## config.mk

```make
export PLATFORM = sky130hd
export DESIGN_NAME = bcd_updown_counter_nd
export DESIGN_NICKNAME = d
export VERILOG_FILES = /design/src/rtl/bcd_updown_counter_nd_pkg.sv /design/src/rtl/bcd_updown_counter_nd_seg7_dec.sv /design/src/rtl/bcd_updown_counter_nd.sv
export SDC_FILE = /design/constraint.sdc
export NUM_CORES = 1
export LEC_CHECK = 0
export CORE_UTILIZATION = 38
export CTS_CLUSTER_DIAMETER = 80
export DETAILED_ROUTE_END_ITERATION = 8
export PLACE_DENSITY = 0.71
export SYNTH_ARGS = -nofsm -noshare
export SYNTH_HDL_FRONTEND = slang
export SYNTH_SLANG_ARGS = --single-unit
```

## constraint.sdc

```tcl
create_clock -name clk -period 5.2 [get_ports clk]
set_input_delay 1.04 -clock clk [delete_from_list [all_inputs] [get_ports clk]]
set_output_delay 1.04 -clock clk [all_outputs]
set_load 0.05 [all_outputs]
```

## src/rtl/bcd_updown_counter_nd_pkg.sv

```systemverilog
// Shared constants for the N-digit BCD up/down counter:
// active-high seven-segment patterns, BCD limit and direction codes.
package bcd_updown_counter_nd_pkg;

  // Segment order {g,f,e,d,c,b,a}, 1 = lit
  localparam logic [6:0] SEG_0 = 7'b0111111;
  localparam logic [6:0] SEG_1 = 7'b0000110;
  localparam logic [6:0] SEG_2 = 7'b1011011;
  localparam logic [6:0] SEG_3 = 7'b1001111;
  localparam logic [6:0] SEG_4 = 7'b1100110;
  localparam logic [6:0] SEG_5 = 7'b1101101;
  localparam logic [6:0] SEG_6 = 7'b1111101;
  localparam logic [6:0] SEG_7 = 7'b0000111;
  localparam logic [6:0] SEG_8 = 7'b1111111;
  localparam logic [6:0] SEG_9 = 7'b1101111;

  localparam logic [3:0] BCD_NINE = 4'd9;

  localparam logic UD_UP   = 1'b1;
  localparam logic UD_DOWN = 1'b0;

endpackage

```

## src/rtl/bcd_updown_counter_nd_seg7_dec.sv

```systemverilog
// One-digit BCD to seven-segment decoder with selectable polarity.
// Ports: digit (4-bit BCD in), seg ({g,f,e,d,c,b,a} out); codes 10-15 blank.
module bcd_seg7_dec
  import bcd_updown_counter_nd_pkg::*;
#(
  parameter int ACTIVE_LOW = 1
) (
  input  logic [3:0] digit,
  output logic [6:0] seg
);

  logic [6:0] lit;

  always_comb begin
    lit = '0;
    unique case (digit)
      4'd0:    lit = SEG_0;
      4'd1:    lit = SEG_1;
      4'd2:    lit = SEG_2;
      4'd3:    lit = SEG_3;
      4'd4:    lit = SEG_4;
      4'd5:    lit = SEG_5;
      4'd6:    lit = SEG_6;
      4'd7:    lit = SEG_7;
      4'd8:    lit = SEG_8;
      4'd9:    lit = SEG_9;
      default: lit = '0;
    endcase
  end

  assign seg = (ACTIVE_LOW != 0) ? ~lit : lit;

endmodule

```

## src/rtl/bcd_updown_counter_nd.sv

```systemverilog
// N-digit BCD up/down counter: pause, clamped load, wrap limit, prescaler.
// Ports: clk, rst, ud, pause, load, load_val, max_val -> bcd, seg, count, tc.
module bcd_updown_counter_nd
  import bcd_updown_counter_nd_pkg::*;
#(
  parameter int DIGITS         = 2,
  parameter int DIV            = 1,
  parameter int SEG_ACTIVE_LOW = 1,
  localparam int CW            = $clog2(10**DIGITS),
  localparam int BW            = 4*DIGITS
) (
  input  logic              clk,
  input  logic              rst,
  input  logic              ud,
  input  logic              pause,
  input  logic              load,
  input  logic [BW-1:0]     load_val,
  input  logic [BW-1:0]     max_val,
  output logic [BW-1:0]     bcd,
  output logic [7*DIGITS-1:0] seg,
  output logic [CW-1:0]     count,
  output logic              tc
);

  localparam int PW = (DIV > 1) ? $clog2(DIV) : 1;
  localparam logic [PW-1:0] PSC_LAST = PW'(DIV-1);

  function automatic logic [BW-1:0] clamp9(input logic [BW-1:0] v);
    logic [BW-1:0] r;
    r = v;
    for (int i = 0; i < DIGITS; i++)
      if (r[4*i+:4] > BCD_NINE) r[4*i+:4] = BCD_NINE;
    return r;
  endfunction

  function automatic logic [CW-1:0] to_bin(input logic [BW-1:0] v);
    int acc;
    acc = 0;
    for (int i = DIGITS-1; i >= 0; i--)
      acc = acc*10 + int'(v[4*i+:4]);
    return CW'(acc);
  endfunction

  function automatic logic [BW-1:0] bcd_inc(input logic [BW-1:0] v);
    logic [BW-1:0] r;
    logic c;
    r = v;
    c = 1'b1;
    for (int i = 0; i < DIGITS; i++)
      if (c) begin
        if (r[4*i+:4] == BCD_NINE) r[4*i+:4] = 4'd0;
        else begin
          r[4*i+:4] = r[4*i+:4] + 4'd1;
          c = 1'b0;
        end
      end
    return r;
  endfunction

  function automatic logic [BW-1:0] bcd_dec(input logic [BW-1:0] v);
    logic [BW-1:0] r;
    logic b;
    r = v;
    b = 1'b1;
    for (int i = 0; i < DIGITS; i++)
      if (b) begin
        if (r[4*i+:4] == 4'd0) r[4*i+:4] = BCD_NINE;
        else begin
          r[4*i+:4] = r[4*i+:4] - 4'd1;
          b = 1'b0;
        end
      end
    return r;
  endfunction

  logic [BW-1:0] bcd_q, bcd_n;
  logic [CW-1:0] cnt_q, cnt_n;
  logic          tc_q, tc_n;
  logic [PW-1:0] psc_q, psc_n;
  logic          step;

  logic [BW-1:0] max_c, ld_c, ld_v;
  logic [CW-1:0] max_b, ld_b;

  // Limit and load value are sanitised once; valid BCD compares as binary.
  assign max_c = clamp9(max_val);
  assign ld_c  = clamp9(load_val);
  assign ld_v  = (ld_c > max_c) ? max_c : ld_c;
  assign max_b = to_bin(max_c);
  assign ld_b  = to_bin(ld_v);

  assign step = !pause && (psc_q == PSC_LAST);

  always_comb begin
    bcd_n = bcd_q;
    cnt_n = cnt_q;
    tc_n  = 1'b0;
    psc_n = psc_q;
    if (load) begin
      bcd_n = ld_v;
      cnt_n = ld_b;
      psc_n = '0;
    end else if (step) begin
      psc_n = '0;
      if (ud == UD_UP) begin
        if (bcd_q >= max_c) begin
          bcd_n = '0;
          cnt_n = '0;
          tc_n  = 1'b1;
        end else begin
          bcd_n = bcd_inc(bcd_q);
          cnt_n = cnt_q + CW'(1);
        end
      end else begin
        if (bcd_q == '0) begin
          bcd_n = max_c;
          cnt_n = max_b;
          tc_n  = 1'b1;
        end else begin
          bcd_n = bcd_dec(bcd_q);
          cnt_n = cnt_q - CW'(1);
        end
      end
    end else if (!pause) begin
      psc_n = psc_q + PW'(1);
    end
  end

  always_ff @(posedge clk) begin
    if (rst) begin
      bcd_q <= '0;
      cnt_q <= '0;
      tc_q  <= 1'b0;
      psc_q <= '0;
    end else begin
      bcd_q <= bcd_n;
      cnt_q <= cnt_n;
      tc_q  <= tc_n;
      psc_q <= psc_n;
    end
  end

  assign bcd   = bcd_q;
  assign count = cnt_q;
  assign tc    = tc_q;

  for (genvar i = 0; i < DIGITS; i++) begin : g_seg
    bcd_seg7_dec #(
      .ACTIVE_LOW(SEG_ACTIVE_LOW)
    ) u_dec (
      .digit(bcd_q[4*i+:4]),
      .seg  (seg[7*i+:7])
    );
  end

endmodule

```

== Word-level counts from Yosys, hierarchy flattened ==
Memory sizes are Yosys's and may differ from the RTL's. A register that Yosys moved wholly into a read port is not among the register bits.
Cells that the tools add are included.

* Add/subtract/negate cells: 9
* Multiply operators: 2
* Divide/modulo/power cells: 0
* $lt $le $gt $ge: 6
* Equal/unequal tests: 3
* Shift-type cells: 0
* Mux-type cells: 38
* Bitwise gates (word level): 4
* Reductions and logical operators: 10

{| class="wikitable"
|+ Operators by type and width
! kind !! count
|-
| 4-bit two-way mux || 14
|-
| 8-bit two-way mux || 6
|-
| 7-bit two-way mux || 5
|-
| 4-bit greater-than comparator, second input constant || 4
|-
| 7-bit by 4-bit adder with 7-bit output || 2
|-
| 7-bit inverter || 2
|-
| 1-bit two-way mux || 13
|-
| 4-bit by 3-bit multiplier with 6-bit output, second input constant || 2
|-
| 4-bit by 1-bit adder with 4-bit output, second input constant || 2
|-
| 4-bit == test, second input constant || 2
|-
| 8-bit >= comparator || 1
|-
| 8-bit greater-than comparator || 1
|-
| 4-bit zero test || 2
|-
| 8-bit zero test || 1
|-
| 4-bit by 1-bit subtractor with 4-bit output, second input constant || 2
|-
| 7-bit by 1-bit adder with 7-bit output, second input constant || 1
|-
| 7-bit by 1-bit subtractor with 7-bit output, second input constant || 1
|-
| 3-bit OR reduction || 2
|-
| 4-bit by 1-bit inequality test with 1-bit output, second input constant || 1
|-
| 4-bit nonzero test || 1
|-
| 3-bit AND reduction || 1
|-
| 1-bit inverter || 2
|-
| 2-bit nonzero test || 1
|-
| 1-bit adder, second input constant || 1
|-
| other kinds (2) || 2
|}

* Register bits after elaboration: 17
* Bits in latches: 0
* Bits in writable memories: 0
* Memory bits (read-only): 224
* Input port bits: 21
* Output and inout port bits: 30
* Word-level logic and storage cells: 79
* Memories: 2

{| class="wikitable"
|+ Memories
! memory !! depth !! bits a word !! read ports !! clocked after memory_dff !! wr ports !! RTL line !! source
|-
| (name not given) || 16 || 7 || 1 || 1 || 0 || bcd_updown_counter_nd_seg7_dec.sv:16 || <nowiki>unique case (digit)</nowiki>
|-
| (name not given) || 16 || 7 || 1 || 1 || 0 || bcd_updown_counter_nd_seg7_dec.sv:16 ||
|}

== Logic depth before layout (Yosys ltp) ==
* Word-level depth: 14
* Mapped depth: 19
* Mapped depth without buffers: 19

== Cells and area by module ==
From an unflattened synthesis, not the netlist that was laid out.

* Cells, all modules: 381
* Area, all modules: 2869.0 um2

{| class="wikitable"
|+ Modules (own cells, without submodules)
! module !! times used !! cells an instance !! area each (um2) !! seq. area each (um2)
|-
| bcd_updown_counter_nd || 1 || 325 || 2488.6 || 340.3
|-
| bcd_seg7_dec || 2 || 28 || 190.2 || 0.0
|}

== Least setup slack after synthesis ==
No wires, ideal clock.

* Path kind: input -> register
* From: input port max_val[6]
* To: register cnt_q[5] (netlist: count[5])
* Setup time: 115 ps
* Arrival: 4354 ps
* Data required time: 5085 ps
* Setup slack: 731 ps
* Cell stages on the path: 14
* Buffers on the path: 0
* Path through: nor2b_1 inv_1 ha_1 nand4_1 o22ai_2 mux2_2 ha_1 ha_1 inv_1 fa_1 xor2_1 a221oi_1 a21oi_1 o21a_1

* Word-level cells in the longest chain between the ends: 8
* Elaborated cells between the ends (all ways): 14
* Classes of those cells: 2 x add/sub; 2 x mul; 3 x order compare; 7 x mux

{| class="wikitable"
|+ RTL lines
! element !! RTL line !! source
|-
| start: declaration || bcd_updown_counter_nd.sv:18 || <nowiki>input logic [BW-1:0] max_val,</nowiki>
|-
| 4-bit greater-than comparator || bcd_updown_counter_nd.sv:32 || <nowiki>if (r[4*i+:4] > BCD_NINE) r[4*i+:4] = BCD_NINE;</nowiki>
|-
| 4-bit two-way mux * || bcd_updown_counter_nd.sv:32 ||
|-
| branches (longest 5 deep; another with 8-bit greater-than comparator) || n/a ||
|-
| 7-bit two-way mux * || bcd_updown_counter_nd.sv:99 || <nowiki>if (load) begin</nowiki>
|-
| end signal: assignment || bcd_updown_counter_nd.sv:137 || <nowiki>cnt_q <= cnt_n;</nowiki>
|-
| end: declaration || bcd_updown_counter_nd.sv:77 || <nowiki>logic [CW-1:0] cnt_q, cnt_n;</nowiki>
|}

Every way passes the cells marked *. The select of a mux whose other input is x is not followed.
A chain may end at the register's enable or synchronous reset.

== Worst setup path after layout ==
* From: input port max_val[7]
* To: register cnt_q[6] (netlist: count[6])

The elaborated chain is that of the path after synthesis.

==> summary.txt <==
Power
  • Part of the total power dissipated in the clock network: 0.202
  • Flop pwr share: 0.262
  • Proportion of total power due to net switching: 0.437
  • Switch Pwr: 0.536 mW
  • Comb power frac: 0.537
  • Peak VDD IR: 0.000243 V
  • Power per Cell Area: 289 nW/um2
  • Int Pwr: ~0.69 mW
  • Static power due to leakage: 1.91 nW

STA
  • Final hold violation count: 0
  • Final critical-path share of the clock period: 0.910
  • Time the final worst path needs with I/O delays and setup: 4730 ps
  • Transition time at the pin with the least slew margin: between 700 and 800 ps
  • Max-slew violation total from the final report: 0
  • # setup viols final: 0
  • Summed negative setup slack over all endpoints: 0 ps
  • Post-route worst setup slack: 468 ps
  • Slew headroom: 0.485
  • Highest attainable clock frequency: 211 MHz
  • Worst Skew: 9.53 ps
  • Unrepaired setup endpoints after global routing: false

Clocking
  • # hold bufs at CTS: 0
  • CTS tree: built
  • Clock latency of the later-clocked register in the worst-skew pair: 290 ps
  • Maximum number of buffers from clock root to sink: 2
  • Total number of H-tree levels: 2
  • Clk pin slew, worst setup/hold paths: 70 ps
  • # clock sinks: 31
  • Post-cts repair resize count: 0
  • Post-CTS setup-driven buffer insertion count: 0
  • Number of clock buffers inserted by TritonCTS: 5
  • Master cell of the clock root buffer: clkbuf_8

Outcome
  • Outcome: finished, final reports clean

Layout
  • Most common library cell in the layout ignoring fill and taps: clkdlybuf4s50_1
  • Final Net Count: 560
  • P&R area growth vs syn: 19.4%
  • Share of layout cells above drive strength 1: 0.106
  • Antenna cell count: 0
  • Highest-count cells in the layout ignoring fill and taps: clkdlybuf4s50_1, inv_1, ha_1

Routing
  • Antenna Violating Nets Remaining: 0
  • Detailed Route Iter0 Violations: around 320
  • Routed Wire Length: between 9000 and 10,000 um
  • Ratio of routed vias to standard cells: between 5 and 6
  • Total vias in the final route: between 3,000 and 4,000
  • # DRC: 0
  • Count of TritonRoute iterations in the first routing pass: 5
  • Average routed wire per standard cell: ~16 um

Critical path
  • Crit path launch type: primary input
  • Critical Path RT: 5380 ps
  • Start-to-end type of the worst setup path: primary input to flip-flop
  • Max Fanout on Critical Path: 6
  • Nature of the critical path endpoint: flip-flop
  • Crit path DAT: between 4000 and 5000 ps

Place
  • DPL Wire Length: roughly 7400 um
  • IO Port Bufs: 50
  • Final estimated routing congestion in global placement: around 0.95
  • Pre-CTS worst setup slack: between 200 and 250 ps

Logic synthesis
  • Number of nets in the synthesized netlist: approximately 500
  • Count of flip-flops with a built-in enable after synthesis: 0
  • Mapped Cells: between 400 and 500
  • Main flop type after synthesis: dfxtp_1
  • Flip-flop and latch count after synthesis: 31
  • Share of flip-flops with an asynchronous set or reset: 0
  • Ys Warns: 0
  • Number of distinct standard cells referenced by the synthesized netlist: 71
  • Post-synthesis instance area: approximately 3600 um2
  • Mean area per synthesized cell: 8.08 um2
  • Share of the yosys chip area belonging to registers: 0.174

Global routing
  • Antenna violations before repair: 0
  • Number of global-route vias before repair: 3,375
  • Global-route usage over all layers: 0.206
  • Total gr overflow: 0
  • Wire length of the first global-routing pass: 16,400 um
  • Maximum number of pins on one net before global-route repair: 21

Floorplan
  • Standard-cell rows: 34
  • Core box area: 8890 um2
  • Vert. Die Dim: a little under 100 um
  • Die extent in x: between 90 and 100 um
  • Top Ports: 51
  • Starting Density: 0.401
  • Area of the die: 9770 um2

Hold path
  • Type of the worst min-delay path: flip-flop to flip-flop

Flow run
  • Number of max-cap violations: 0
==> critical path: stages <==
cell and delay (ps):
clkdlybuf4s50_1 500, inv_1 220, nand2_1 110, ha_1 330, a21oi_1 170, o21ai_1 120
or3_1 390, and3_1 220, ha_1 310, ha_1 190, inv_1 70, fa_1 450
nor3b_1 290, xnor2_1 170, xnor2_1 130, nand2b_1 120, a31oi_1 70
==> per-layer routing <==
metal	vias up	routed length, um	GRT usage
li1	1669	-	-
met1	1600	4450	0.280
met2	136	4240	0.329
met3	20	691	0.0312
met4	0	206	0.0792
met5	-	0	0
==> per-stage QoR <==
| stage | hold WS, ps | power, mW | utilization | instance area [um2] | cells |
|---|---|---|---|---|---|
| 2_1_floorplan | 423 | 0.796 | - | 3560 | 441 |
| 3_3_place_gp | 430 | 0.965 | 0.465 | 4140 | 589 |
| 3_5_place_dp | 442 | 0.974 | 0.465 | 4140 | 589 |
| 4_1_cts | 452 | 1.23 | 0.478 | 4250 | 597 |
| 5_1_grt | 488 | 1.30 | 0.478 | 4250 | 597 |
| 6_report | 448 | 1.23 | 0.478 | 4250 | 597 |
==> cell families after synthesis <==
group,Yosys count,synth area share
AOI/OAI and AO/OA,131,0.266
and+or+nand+nor,122,0.187
buffers and inverters,74,0.101
adders and majority gates,51,0.188
DFF,31,0.174
xor gates and xnor gates,18,0.0443
muxes,14,0.0411
==> synth_stat cells (3+ instances only) <==
cell      number  area share
o31ai_1        4      0.0084
a211o_1        3      0.0074
fa_1           4       0.022
o21ai_0       24       0.034
xor2_1        10       0.025
a221oi_1       5       0.012
nand2b_1      10       0.018
inv_1         49       0.052
buf_6          3      0.0095
a31oi_1       12       0.021
ha_1          47        0.17
mux2_2         5       0.016
a211oi_1      10       0.021
clkbuf_8       5       0.019
nand3_1        7      0.0098
nand4_1        3      0.0053
mux2i_1        9       0.025
nor3_1        10       0.014
nand2_1       19       0.020
nor4_1         6       0.011
dfxtp_1       31        0.17
clkbuf_1      13       0.014
a21o_1         5       0.011
a21oi_1       28       0.039
xnor2_1        8       0.020
and3_1         3      0.0053
nor2_1        33       0.035
o311ai_1       3      0.0074
nor2b_1       11       0.019
o21a_1         3      0.0063
or3_1          6       0.011
==> power groups by stage <==
stage          clock [mW]  combinational (mW)  sequential [mW]
6_report            0.247               0.659            0.321
5_1_grt             0.261               0.717            0.327
4_1_cts             0.251               0.656            0.320
3_5_place_dp            0               0.649            0.325
3_3_place_gp            0               0.641            0.324
2_1_floorplan           0               0.441            0.355
==> state kept, by name, summed over array words and instances, names as in the netlist <==
name,flops
bcd,8
count,7
g_seg.u_dec.lit,14
psc_q,1
tc,1
==> layout make-up <==
class	instances	area, um2
Clock inverter	2	35.0
Clock buffer	6	82.6
Tap cell	108	135
Multi-Input combinational cell	336	2580
Timing Repair Buffer	65	613
Sequential cell	31	621
Inverter	49	184
Fill cell	871	4640
==> worst paths after layout <==
kind                                          start                             to  slack (ps)  cells after the start
worst max register to register  bcd[2]$_SDFFE_PP0N_  g_seg[1].u_dec.lit[3]$_DFF_P_        1630                     13
worst max-delay path                     max_val[7]          count[6]$_SDFFE_PP0N_         470                     17
worst min-delay path             psc_q$_SDFFE_PP0N_             psc_q$_SDFFE_PP0N_         450                      2
worst min register to register   psc_q$_SDFFE_PP0N_             psc_q$_SDFFE_PP0N_         450                      2
No activity file was read; power rests on OpenSTA's default activity.
